### src/rtl/dcp_loader_if.sv
// Handshake and memory-write bundle between dcp_loader and its surroundings
// (dispatcher, rx/tx handshake units, debug memory write ports).
interface dcp_loader_if #(
  parameter int unsigned DATA_W = 32,
  parameter int unsigned ADDR_W = 10,
  parameter int unsigned N_MEM  = 2
);
  logic [7:0]        sel_mode;
  logic              finish;
  logic              req_rx;
  logic              type_rx;
  logic              ack_rx;
  logic              flag_rx;
  logic [DATA_W-1:0] din_rx;
  logic              req_tx;
  logic              ack_tx;
  logic [7:0]        dout_tx;
  logic [N_MEM-1:0]  mem_we;
  logic [ADDR_W-1:0] mem_addr;
  logic [DATA_W-1:0] mem_data;
  logic [ADDR_W:0]   word_cnt;

  modport master (
    input  sel_mode, ack_rx, flag_rx, din_rx, ack_tx,
    output finish, req_rx, type_rx, req_tx, dout_tx, mem_we, mem_addr, mem_data, word_cnt
  );

  modport slave (
    output sel_mode, ack_rx, flag_rx, din_rx, ack_tx,
    input  finish, req_rx, type_rx, req_tx, dout_tx, mem_we, mem_addr, mem_data, word_cnt
  );
endinterface

### src/rtl/dcp_loader.sv
// LOAD command engine: target-select byte + word stream -> sequential memory writes -> status string.
// Define DCP_LOADER_CKSUM_EN to append a modulo-256 byte checksum (two hex digits) to "FINISH".
module dcp_loader #(
  parameter int unsigned DATA_W     = 32,
  parameter int unsigned ADDR_W     = 10,
  parameter int unsigned N_MEM      = 2,
  parameter int unsigned NULL_LIMIT = 3,
  parameter logic [7:0]  CMD_CODE   = 8'h4C
) (
  input logic          clk,
  input logic          rst,
  dcp_loader_if.master dcp
);
  localparam logic [ADDR_W:0] L_DEPTH = {1'b1, {ADDR_W{1'b0}}};
`ifdef DCP_LOADER_CKSUM_EN
  localparam logic [3:0] L_FIN_LAST = 4'd10;
`else
  localparam logic [3:0] L_FIN_LAST = 4'd7;
`endif

  typedef enum logic [2:0] {S_IDLE, S_SEL, S_DATA, S_WRITE, S_MSG, S_DONE} state_t;

  state_t            r_state, w_state_nxt;
  logic              r_armed, w_armed_nxt;
  logic [3:0]        r_tgt, w_tgt_nxt;
  logic [ADDR_W:0]   r_wcnt, w_wcnt_nxt;
  logic [7:0]        r_nulls, w_nulls_nxt;
  logic [3:0]        r_idx, w_idx_nxt;
  logic              r_err, w_err_nxt;
  logic [ADDR_W-1:0] r_addr, w_addr_nxt;
  logic [DATA_W-1:0] r_data, w_data_nxt;
  logic [N_MEM-1:0]  r_we, w_we_nxt;
  logic              r_req_rx, w_req_rx_nxt;
  logic              r_req_tx, w_req_tx_nxt;
  logic [7:0]        r_dout, w_dout_nxt;
  logic [7:0]        w_msg_byte;
  logic [7:0]        w_sel_off;
  logic              w_en, w_rx_acc, w_tx_acc, w_sel_ok;

  assign w_en      = (dcp.sel_mode == CMD_CODE);
  assign w_rx_acc  = r_req_rx & dcp.ack_rx;
  assign w_tx_acc  = r_req_tx & dcp.ack_tx;
  assign w_sel_off = dcp.din_rx[7:0] - 8'h30;
  assign w_sel_ok  = (dcp.din_rx[7:0] >= 8'h30) && (w_sel_off < 8'(N_MEM));

`ifdef DCP_LOADER_CKSUM_EN
  logic [7:0] r_sum, w_sum_nxt;

  function automatic logic [7:0] hex_char(input logic [3:0] d);
    return (d < 4'd10) ? (8'h30 + {4'h0, d}) : (8'h37 + {4'h0, d});
  endfunction

  always_comb begin
    w_sum_nxt = r_sum;
    if (r_state == S_IDLE) begin
      w_sum_nxt = '0;
    end else if (r_state == S_WRITE && w_en) begin
      for (int unsigned k = 0; k < DATA_W / 8; k++) begin
        w_sum_nxt = w_sum_nxt + r_data[8*k +: 8];
      end
    end
  end

  always_ff @(posedge clk or posedge rst) begin
    if (rst) r_sum <= '0;
    else     r_sum <= w_sum_nxt;
  end
`endif

  always_comb begin
    w_msg_byte = 8'h00;
    if (r_err) begin
      case (r_idx)
        4'd0:       w_msg_byte = "E";
        4'd1, 4'd2: w_msg_byte = "R";
        4'd3:       w_msg_byte = 8'h0D;
        4'd4:       w_msg_byte = 8'h0A;
        default:    ;
      endcase
    end else begin
      case (r_idx)
        4'd0:       w_msg_byte = "F";
        4'd1, 4'd3: w_msg_byte = "I";
        4'd2:       w_msg_byte = "N";
        4'd4:       w_msg_byte = "S";
        4'd5:       w_msg_byte = "H";
`ifdef DCP_LOADER_CKSUM_EN
        4'd6:       w_msg_byte = " ";
        4'd7:       w_msg_byte = hex_char(r_sum[7:4]);
        4'd8:       w_msg_byte = hex_char(r_sum[3:0]);
        4'd9:       w_msg_byte = 8'h0D;
        4'd10:      w_msg_byte = 8'h0A;
`else
        4'd6:       w_msg_byte = 8'h0D;
        4'd7:       w_msg_byte = 8'h0A;
`endif
        default:    ;
      endcase
    end
  end

  // Requests are registered and drop at the accepting edge, so each handshake
  // leaves at least one idle request cycle before the next one.
  always_comb begin
    w_state_nxt  = r_state;
    w_armed_nxt  = r_armed;
    w_tgt_nxt    = r_tgt;
    w_wcnt_nxt   = r_wcnt;
    w_nulls_nxt  = r_nulls;
    w_idx_nxt    = r_idx;
    w_err_nxt    = r_err;
    w_addr_nxt   = r_addr;
    w_data_nxt   = r_data;
    w_we_nxt     = '0;
    w_req_rx_nxt = 1'b0;
    w_req_tx_nxt = 1'b0;
    w_dout_nxt   = r_dout;

    if (!w_en) begin
      w_state_nxt = S_IDLE;
      w_armed_nxt = 1'b1;
    end else begin
      case (r_state)
        S_IDLE: begin
          w_wcnt_nxt  = '0;
          w_nulls_nxt = '0;
          w_idx_nxt   = '0;
          if (r_armed) w_state_nxt = S_SEL;
        end
        S_SEL: begin
          if (w_rx_acc) begin
            if (!dcp.flag_rx && w_sel_ok) begin
              w_tgt_nxt   = w_sel_off[3:0];
              w_state_nxt = S_DATA;
            end else begin
              w_err_nxt   = 1'b1;
              w_state_nxt = S_MSG;
            end
          end else begin
            w_req_rx_nxt = 1'b1;
          end
        end
        S_DATA: begin
          if (w_rx_acc) begin
            if (!dcp.flag_rx) begin
              w_data_nxt  = dcp.din_rx;
              w_addr_nxt  = r_wcnt[ADDR_W-1:0];
              w_nulls_nxt = '0;
              for (int unsigned i = 0; i < N_MEM; i++) begin
                if (r_tgt == 4'(i)) w_we_nxt[i] = 1'b1;
              end
              w_state_nxt = S_WRITE;
            end else if (r_nulls + 8'd1 == 8'(NULL_LIMIT)) begin
              w_err_nxt   = 1'b0;
              w_state_nxt = S_MSG;
            end else begin
              w_nulls_nxt = r_nulls + 8'd1;
            end
          end else begin
            w_req_rx_nxt = 1'b1;
          end
        end
        S_WRITE: begin
          w_wcnt_nxt = r_wcnt + 1'b1;
          if (w_wcnt_nxt == L_DEPTH) begin
            w_err_nxt   = 1'b0;
            w_state_nxt = S_MSG;
          end else begin
            w_req_rx_nxt = 1'b1;
            w_state_nxt  = S_DATA;
          end
        end
        S_MSG: begin
          if (w_tx_acc) begin
            if (r_idx == (r_err ? 4'd4 : L_FIN_LAST)) w_state_nxt = S_DONE;
            else                                      w_idx_nxt   = r_idx + 4'd1;
          end else begin
            w_req_tx_nxt = 1'b1;
            w_dout_nxt   = w_msg_byte;
          end
        end
        S_DONE: begin
          w_armed_nxt = 1'b0;
          w_state_nxt = S_IDLE;
        end
        default: w_state_nxt = S_IDLE;
      endcase
    end
  end

  always_ff @(posedge clk or posedge rst) begin
    if (rst) begin
      r_state  <= S_IDLE;
      r_armed  <= 1'b1;
      r_tgt    <= '0;
      r_wcnt   <= '0;
      r_nulls  <= '0;
      r_idx    <= '0;
      r_err    <= 1'b0;
      r_addr   <= '0;
      r_data   <= '0;
      r_we     <= '0;
      r_req_rx <= 1'b0;
      r_req_tx <= 1'b0;
      r_dout   <= '0;
    end else begin
      r_state  <= w_state_nxt;
      r_armed  <= w_armed_nxt;
      r_tgt    <= w_tgt_nxt;
      r_wcnt   <= w_wcnt_nxt;
      r_nulls  <= w_nulls_nxt;
      r_idx    <= w_idx_nxt;
      r_err    <= w_err_nxt;
      r_addr   <= w_addr_nxt;
      r_data   <= w_data_nxt;
      r_we     <= w_we_nxt;
      r_req_rx <= w_req_rx_nxt;
      r_req_tx <= w_req_tx_nxt;
      r_dout   <= w_dout_nxt;
    end
  end

  assign dcp.finish   = (r_state == S_DONE);
  assign dcp.req_rx   = r_req_rx & ~dcp.ack_rx;
  assign dcp.type_rx  = (r_state == S_DATA);
  assign dcp.req_tx   = r_req_tx & ~dcp.ack_tx;
  assign dcp.dout_tx  = r_dout;
  assign dcp.mem_we   = r_we;
  assign dcp.mem_addr = r_addr;
  assign dcp.mem_data = r_data;
  assign dcp.word_cnt = r_wcnt;
endmodule
### src/flat_wrapper.sv
// flat-port wrapper written by rule: the top's interface ports become plain ports
module dcp_loader_flat 
#(
  parameter int unsigned DATA_W     = 32,
  parameter int unsigned ADDR_W     = 10,
  parameter int unsigned N_MEM      = 2,
  parameter int unsigned NULL_LIMIT = 3,
  parameter logic [7:0]  CMD_CODE   = 8'h4C
)
  (clk, rst, dcp_sel_mode, dcp_ack_rx, dcp_flag_rx, dcp_din_rx, dcp_ack_tx, dcp_finish, dcp_req_rx, dcp_type_rx, dcp_req_tx, dcp_dout_tx, dcp_mem_we, dcp_mem_addr, dcp_mem_data, dcp_word_cnt);
  dcp_loader_if #(.DATA_W(DATA_W), .ADDR_W(ADDR_W), .N_MEM(N_MEM)) dcp_i ();
  input logic clk;
  input logic rst;
  input wire logic [$bits(dcp_i.sel_mode)-1:0] dcp_sel_mode;
  input wire logic [$bits(dcp_i.ack_rx)-1:0] dcp_ack_rx;
  input wire logic [$bits(dcp_i.flag_rx)-1:0] dcp_flag_rx;
  input wire logic [$bits(dcp_i.din_rx)-1:0] dcp_din_rx;
  input wire logic [$bits(dcp_i.ack_tx)-1:0] dcp_ack_tx;
  output wire logic [$bits(dcp_i.finish)-1:0] dcp_finish;
  output wire logic [$bits(dcp_i.req_rx)-1:0] dcp_req_rx;
  output wire logic [$bits(dcp_i.type_rx)-1:0] dcp_type_rx;
  output wire logic [$bits(dcp_i.req_tx)-1:0] dcp_req_tx;
  output wire logic [$bits(dcp_i.dout_tx)-1:0] dcp_dout_tx;
  output wire logic [$bits(dcp_i.mem_we)-1:0] dcp_mem_we;
  output wire logic [$bits(dcp_i.mem_addr)-1:0] dcp_mem_addr;
  output wire logic [$bits(dcp_i.mem_data)-1:0] dcp_mem_data;
  output wire logic [$bits(dcp_i.word_cnt)-1:0] dcp_word_cnt;
  assign dcp_i.sel_mode = dcp_sel_mode;
  assign dcp_i.ack_rx = dcp_ack_rx;
  assign dcp_i.flag_rx = dcp_flag_rx;
  assign dcp_i.din_rx = dcp_din_rx;
  assign dcp_i.ack_tx = dcp_ack_tx;
  assign dcp_finish = dcp_i.finish;
  assign dcp_req_rx = dcp_i.req_rx;
  assign dcp_type_rx = dcp_i.type_rx;
  assign dcp_req_tx = dcp_i.req_tx;
  assign dcp_dout_tx = dcp_i.dout_tx;
  assign dcp_mem_we = dcp_i.mem_we;
  assign dcp_mem_addr = dcp_i.mem_addr;
  assign dcp_mem_data = dcp_i.mem_data;
  assign dcp_word_cnt = dcp_i.word_cnt;
  dcp_loader #(.DATA_W(DATA_W), .ADDR_W(ADDR_W), .N_MEM(N_MEM), .NULL_LIMIT(NULL_LIMIT), .CMD_CODE(CMD_CODE)) u_core (.clk(clk), .rst(rst), .dcp(dcp_i));
endmodule
### config.mk
export PLATFORM = sky130hd
export DESIGN_NAME = dcp_loader_flat
export DESIGN_NICKNAME = d
export VERILOG_FILES = /design/src/rtl/dcp_loader_if.sv /design/src/rtl/dcp_loader.sv /design/src/flat_wrapper.sv
export SDC_FILE = /design/constraint.sdc
export NUM_CORES = 1
export LEC_CHECK = 0
export ABC_AREA = 1
export BUFFER_PORTS_ARGS = -buffer_cell sky130_fd_sc_hd__buf_4
export CAP_MARGIN = 0
export CORE_MARGIN = 2
export CORE_UTILIZATION = 40
export CTS_CLUSTER_DIAMETER = 80
export CTS_CLUSTER_SIZE = 12
export DETAILED_ROUTE_END_ITERATION = 10
export GPL_ROUTABILITY_DRIVEN = 1
export HOLD_SLACK_MARGIN = 0.03
export PLACE_DENSITY = 0.73
export RECOVER_POWER = 50
export SLEW_MARGIN = 0
export SYNTH_ARGS = -nofsm -noshare
export SYNTH_HDL_FRONTEND = slang
export SYNTH_SLANG_ARGS = --single-unit
### constraint.sdc
create_clock -name clk -period 5 [get_ports clk]
set_input_delay 1 -clock clk [delete_from_list [all_inputs] [get_ports clk]]
set_output_delay 1 -clock clk [all_outputs]
set_load 0.01 [all_outputs]
# Word-level counts from Yosys, hierarchy flattened

Cells that the tools add are included.

$lt $le $gt $ge: 2
Mux-type cells: 45
Reductions and logical operators: 21
Equal/unequal tests: 33
$add $sub $neg: 4
Bitwise operators: 8

Operators by type and width:

| operator                | number |
|---|---|
| $pmux W7 S7             | 1 |
| $mux W8                 | 4 |
| $mux W3                 | 10 |
| $pmux W7 S4             | 1 |
| $pmux W11 S2            | 1 |
| $eq A4 B3 Y1 const B    | 4 |
| $mux W1                 | 16 |
| $pmux W8 S2             | 1 |
| $reduce_and A4 Y1       | 4 |
| $ne A3 B3 Y1 const B    | 5 |
| $pmux W3 S5             | 1 |
| $add A11 B1 Y11 const B | 1 |
| $eq A11 B11 Y1 const B  | 1 |
| $mux W2                 | 5 |
| $ne A2 B1 Y1 const B    | 5 |
| $add A8 B1 Y8 const B   | 1 |
| $eq A4 B1 Y1 const B    | 2 |
| $eq A4 B2 Y1 const B    | 2 |
| $eq A8 B2 Y1 const B    | 1 |
| $eq A8 B7 Y1 const B    | 1 |
| $ge A8 B6 Y1 const B    | 1 |
| $logic_not A4 Y1        | 2 |
| $lt A8 B2 Y1 const B    | 1 |
| $mux W4                 | 2 |
| other kinds (24)        | 40 |

Register bits after elaboration: 86
Logic and storage cells: 126
Output and inout bits: 67
Bits of input ports: 45

# Logic depth before layout (Yosys ltp)

Gate-level depths: netlist of the first run.

Word-level depth: 8
Gate-level depth with buffers: 13
Depth with buffers taken out: 13

# Worst setup path after synthesis of the first run

Ideal clock, no wire load.

Path kind: input port to flip-flop
From: input dcp_sel_mode[1]
To: register u_core.r_data[12] (netlist: u_core.dcp.mem_data[12])
Setup time: 0.125 ns
Path buffers: 1
Arrival time: 2.104 ns
Stages: 8
Data required time: 4.875 ns
Path slack: 2.771 ns
Path through: nor2_1 > nand3_1 > nor2_2 > inv_2 > nor2_2 > nand2_4 > buf_6 > mux2_4

Longest elaborated chain between the ends: 2

Ends and longest elaborated chain:

| item                        | line               | source |
|---|---|---|
| from (decl)                 | flat_wrapper.sv:14 | `input wire logic [$bits(dcp_i.sel_mode)-1:0] dcp_sel_mode;` |
| $eq A8 B7 Y1                | dcp_loader.sv:40   | `assign w_en = (dcp.sel_mode == CMD_CODE);` |
| $reduce_and A4 Y1 (no line) | --                 |  |
| to (signal assigned)        | dcp_loader.sv:215  | `r_data <= w_data_nxt;` |
| to (decl)                   | dcp_loader.sv:31   | `logic [DATA_W-1:0] r_data, w_data_nxt;` |

Every way passes these cells.
A chain may end at the register's enable or synchronous reset.

# Final worst setup path of the first run

From: input dcp_sel_mode[1]
To: register u_core.r_data[22] (netlist: u_core.dcp.mem_data[22])

The elaborated chain is that of the path after synthesis.

==> flow_summary.yaml, run 1 <==
status:
  status: "complete, but fails checks"
  violations: "max-capacitance violations, max-slew violations"
sta:
  worst_pin_slew_ns: 2.31
  setup_violations: 0
  maxSlewViolCount: 53
  final-hold-violation-count: 0
  max_freq_mhz: 313
  rsz0062_at_grt: "no"
  min_period_ns: 3.19
  maxSlewHeadroom: -0.546
  fin_worst_skew_ns: 0.0119
  tns_ns: 0
  fin_crit_sh: 0.639
synthesis:
  synth_top_area_share: 0.474
  synthMuxAreaShare: 0.0891
  ys_seq_elements: 84
  synthCells: 494
  ys_warn_count: 0
  synth_edf_count: 0
  synth_xor_area_frac: 0.00200
  yosysMostFrequentCell: "nand2_1"
  synth_compound_area_frac: 0.0923
  synthTopCellsByCount: "115 x nand2_1, 83 x dfrtp_1, 54 x inv_1, 36 x nor2_1, 32 x nand3_1"
  async_reset_ff_frac: 1.00
  synth.distinct_cells: 41
  syn-cell-area_um2: 4380
  yosysSeqAreaShare: 0.480
  synthAdderAreaFrac: 0.0200
  ys.flop_type: "dfrtp_1"
  yosys.area.top_type: "dfrtp_1"
  ys_top_cells_by_area: "dfrtp_1 47%, nand2_1 9.9%, mux2_4 8.9%"
  synth_area_per_cell_um2: 8.86
  yosys.area_share.simple: 0.241
  synth_top_family_by_area: "simple AND/OR/NAND/NOR gates"
global_routing:
  grt_pass1_wl_um: 16300
  overflow: 0
  grt_util_all_layers: 0.173
  grt_max_degree: 61
  grt_pass1_vias: 3566
  antenna_found_initial: 0
clock_network:
  cts_buffers: 9
  path_clk_slew_ns: 0.09
  clk_latency_ns: 0.35
  post_cts_buffers: 0
  cts_tree: "built"
  cts_resized: 0
  htree_num_levels: 3
  clk_path_buf_depth: 2
  numClockSinks: 84
  clockRootBuffer: "clkbuf_8"
  hold_buffers: 0
routing:
  ant_nets: 0
  vias: 3744
  drt-initial-drc-count: 255
  drc_errors: 0
  routed_wl_um: 10100
  wl_per_cell_um: 13.5
  drt-pass1-iter-count: 5
  avgViaCountPerCell: 4.99
floorplan:
  die_x_um: 109
  core_um2: 10700
  boundaryPins: 112
  die-area_um2: 11800
  start_util: 0.408
  fp.dieH_um: 109
  rows: 38
job:
  maxCapViolCount: 1
power:
  ir_worst_vdd_mv: 0.125
  p_leak_nw: 2.71
  p_per_area_nw_per_um2: 270
critical_path:
  crit_family: "simple AND/OR/NAND/NOR gates"
  crit_type: "primary input to flip-flop"
  crit_buf_inv: 2
  crit_path_cell_trace: "buf_4 > nor2_1 > nand3_1 > nor2_1 > inv_2 > nor2_2 > nand2_4 > mux2_4"
  cpMaxStageDelayCell: "nor2_1"
  cp_max_fo: 60
  cpMostUsedCell: "nor2_1"
  cp.required_ns: 5.23
  slowest_delay_ns: 0.76
  start_kind: "primary input"
  end_kind: "flip-flop"
  crit_arrival_ns: 3.42
placement:
  placed_cell_area_um2: 5300
  portBuffers: 109
  place_inst: 734
  routabilityCongestion: 0.898
  dpl.hpwl_um: 7520
layout:
  n_fill_cell: 1071
  final_cells: 750
  fin_area_um2: 5300
  syn2layout_area_growth_pct: 21.1
  antenna_cells: 0
  nets: 657
  drive_above_1_share: 0.218
hold_path:
  worstHoldPathType: "flip-flop to flip-flop"
through the flow:
step | setup slack [ns] | hold WS, ns | power (mW) | util
final | 1.81 | 0.446 | 1.43 | 0.493
after detailed placement | 1.74 | 0.438 | 0.955 | 0.493
after global routing | 1.58 | 0.452 | 1.51 | 0.493
after global placement | 1.83 | 0.417 | 0.948 | 0.493
after floorplan | 1.84 | 0.409 | 0.870 | -
after CTS | 2.11 | 0.450 | 1.45 | 0.512
state kept, by name, summed over array words and instances, names as in the netlist:
name	count
u_core.r_state	3
u_core.r_req_tx	1
u_core.r_req_rx	1
u_core.r_armed	1
u_core.dcp.word_cnt	11
u_core.dcp.mem_addr	10
u_core.r_tgt	4
u_core.r_err	1
u_core.dcp.dout_tx	6
u_core.r_idx	4
u_core.dcp.mem_data	32
u_core.dcp.mem_we	2
u_core.r_nulls	8
logic make-up (layout without fill, tap and decap cells):
| logic type | count (synthesis) | in the layout |
|---|---|---|
| AND/OR/NAND/NOR | 225 | 225 |
| flip-flops | 84 | 84 |
| buffers and inverters | 76 | 191 |
| AO/OA/AOI/OAI | 74 | 74 |
| multiplexers | 26 | 26 |
| adder cells (fa/ha/maj) | 7 | 7 |
| other | 1 | 2 |
| XOR/XNOR | 1 | 1 |
worst paths after layout:
check,start,endpoint,slack [ns],depth (start not counted)
max in group asynchronous,rst,u_core.r_armed$_DFFE_PP1P_,2.43,3
setup reg to reg,u_core.r_state[2]$_DFFE_PP0P_,u_core.dcp.word_cnt[8]$_DFFE_PP0P_,2.84,6
min in group asynchronous,rst,u_core.r_nulls[2]$_DFFE_PP0P_,1.28,2
setup / recovery,dcp_sel_mode[1],u_core.dcp.mem_data[22]$_DFFE_PP0P_,1.81,8
hold reg to reg,u_core.r_tgt[1]$_DFFE_PP0P_,u_core.dcp.mem_we[0]$_DFF_PP0_,0.45,1
hold / removal,u_core.r_tgt[1]$_DFFE_PP0P_,u_core.dcp.mem_we[0]$_DFF_PP0_,0.45,1
routing by layer:
layer	vias to the layer above	wire (um)	track usage
li1	1833	-	-
met1	1749	4500	0.223
met2	147	4620	0.288
met3	15	850	0.0365
met4	0	142	0.0650
met5	-	0	0
report_power, final:
group	total [mW]	switching, mW	internal, mW
Combinational	0.225	0.141	0.0844
Sequential	0.715	0.0211	0.694
Clock	0.489	0.242	0.246
Total	1.43	0.404	1.02
cells in the final DEF, fill, tap and decap left out, types with 2 or more instances in the layout:
cell type	instances
nor3_1	8
nor2_1	37
nor2_4	6
o21ai_2	2
inv_1	53
nand3_1	32
a21oi_1	18
inv_2	10
nand2_4	2
nand4_1	10
nand2_1	115
ha_1	7
clkbuf_8	10
nand2_2	3
nor3_2	2
o21bai_1	2
buf_4	56
conb_1	2
nor2_2	4
mux2_4	26
clkbuf_1	54
o21ai_1	16
o22ai_1	4
o21ai_0	27
dfrtp_1	83
final cells by class:
type | count | area (um^2) | area share
multi-input combinational | 335 | 1950 | 0.368
timing repair buffer | 110 | 627 | 0.118
inverter | 65 | 245 | 0.0463
clock inverter | 5 | 60.1 | 0.0113
sequential | 84 | 2100 | 0.397
clock buffer | 11 | 141 | 0.0267
tap | 140 | 175 | 0.0330
Note: power is estimated with default switching activity, not from simulation.
==> run 2: changes to the inputs <==
- clock period: 5 -> 3.1 ns (I/O delays scaled with it)
==> run 2 against run 1 <==
  * The run still ends with max-capacitance violations, max-slew violations left
  * Sequential share of layout area down 0.66 points
  * Via count down 0.99%
  * Die area unchanged
  * Critical path type is now flip-flop to primary output
  * Largest cell class unchanged
==> flow_summary.yaml, run 2 (synthesized netlist as in run 1, its figures left out) <==
clock_network:
  htree_num_levels: 3
  clk_latency_ns: 0.36
  numClockSinks: 84
  hold_buffers: 0
  cts_buffers: 9
  cts_resized: 0
  clk_path_buf_depth: 2
  clockRootBuffer: "clkbuf_8"
  cts_tree: "built"
  post_cts_buffers: 0
  path_clk_slew_ns: 0.09
sta:
  rsz0062_at_grt: "no"
  fin_crit_sh: 0.685
  maxSlewHeadroom: -0.205
  min_period_ns: 2.12
  tns_ns: 0
  max_freq_mhz: 471
  final-hold-violation-count: 0
  fin_worst_skew_ns: 0.00699
  holdWs_ns: 0.437
  setup_violations: 0
  worst_pin_slew_ns: 1.80
  fin_ws_ns: 0.978
  maxSlewViolCount: 40
floorplan:
  die_x_um: 109
  boundaryPins: 112
  start_util: 0.408
  fp.dieH_um: 109
  die-area_um2: 11800
  rows: 38
  core_um2: 10700
status:
  status: "complete, but fails checks"
  violations: "max-capacitance violations, max-slew violations"
critical_path:
  crit_arrival_ns: 1.50
  crit_type: "flip-flop to primary output"
  cp.required_ns: 2.48
  start_kind: "flip-flop"
  cp_max_fo: 6
  end_kind: "primary output"
global_routing:
  grt_util_all_layers: 0.178
  grt_pass1_wl_um: 16600
  grt_max_degree: 61
  overflow: 0
  antenna_found_initial: 0
  grt_pass1_vias: 3605
power:
  p_leak_nw: 2.81
  p_per_area_nw_per_um2: 418
  ir_worst_vdd_mv: 0.212
  p_total_mw: 2.25
routing:
  routed_wl_um: 10100
  vias: 3707
  avgViaCountPerCell: 4.93
  drt-pass1-iter-count: 4
  drc_errors: 0
  drt-initial-drc-count: 179
  ant_nets: 0
  wl_per_cell_um: 13.4
layout:
  largest_reg_flops: 32
  fin_area_um2: 5390
  fin_util: 0.502
  syn2layout_area_growth_pct: 23.1
  final_cells: 752
  antenna_cells: 0
  drive_above_1_share: 0.260
  final_common_cell: "nand2_1"
  layout_common_cells: "115 x nand2_1, 83 x dfrtp_1, 80 x buf_4"
  nets: 659
job:
  maxCapViolCount: 1
placement:
  dpl.hpwl_um: 7550
  placed_cell_area_um2: 5330
  place_inst: 736
  pre_cts_slack_ns: 0.734
  routabilityCongestion: 0.872
  portBuffers: 109
hold_path:
  worstHoldPathType: "flip-flop to flip-flop"
==> run 2: critical path, cell delays in order, from the launching register on <==
cell	delay, ns
dfrtp_1	0.50
inv_1	0.16
nor3_1	0.29
buf_4	0.19
==> run 2: area by class of cell <==
type	instances	area (um^2)
well taps	140	175
repair buffers	112	741
multi-input cells	335	1940
clock buffers	10	138
inverters	65	245
flip-flops and latches	84	2100
fillers	1000	5350
clock inverters	6	45.0
==> run 2: worst paths after layout <==
| path | from | end | slack, ns | depth (start not counted) |
|---|---|---|---|---|
| worst max-delay path | u_core.r_state[2]$_DFFE_PP0P_ | dcp_finish | 0.98 | 3 |
| worst min-delay path | u_core.r_tgt[1]$_DFFE_PP0P_ | u_core.dcp.mem_we[0]$_DFF_PP0_ | 0.44 | 1 |
| worst max register to register | u_core.dcp.word_cnt[0]$_DFFE_PP0P_ | u_core.r_err$_DFFE_PP0P_ | 1.00 | 12 |
| worst min register to register | u_core.r_tgt[1]$_DFFE_PP0P_ | u_core.dcp.mem_we[0]$_DFF_PP0_ | 0.44 | 1 |
| max in group asynchronous | rst | u_core.r_armed$_DFFE_PP1P_ | 1.45 | 3 |
| min in group asynchronous | rst | u_core.dcp.mem_data[31]$_DFFE_PP0P_ | 0.71 | 2 |
==> run 2: where the power goes <==
part | internal [mW] | switching [mW] | total (mW)
Combinational | 0.143 | 0.228 | 0.371
Clock | 0.317 | 0.410 | 0.727
Sequential | 1.12 | 0.0338 | 1.15
Total | 1.58 | 0.672 | 2.25
==> run 2: layer usage <==
| metal | vias up | wire length (um) | track usage |
|---|---|---|---|
| li1 | 1833 | - | - |
| met1 | 1714 | 4540 | 0.228 |
| met2 | 134 | 4480 | 0.285 |
| met3 | 26 | 814 | 0.0365 |
| met4 | 0 | 260 | 0.0916 |
| met5 | - | 0 | 0 |
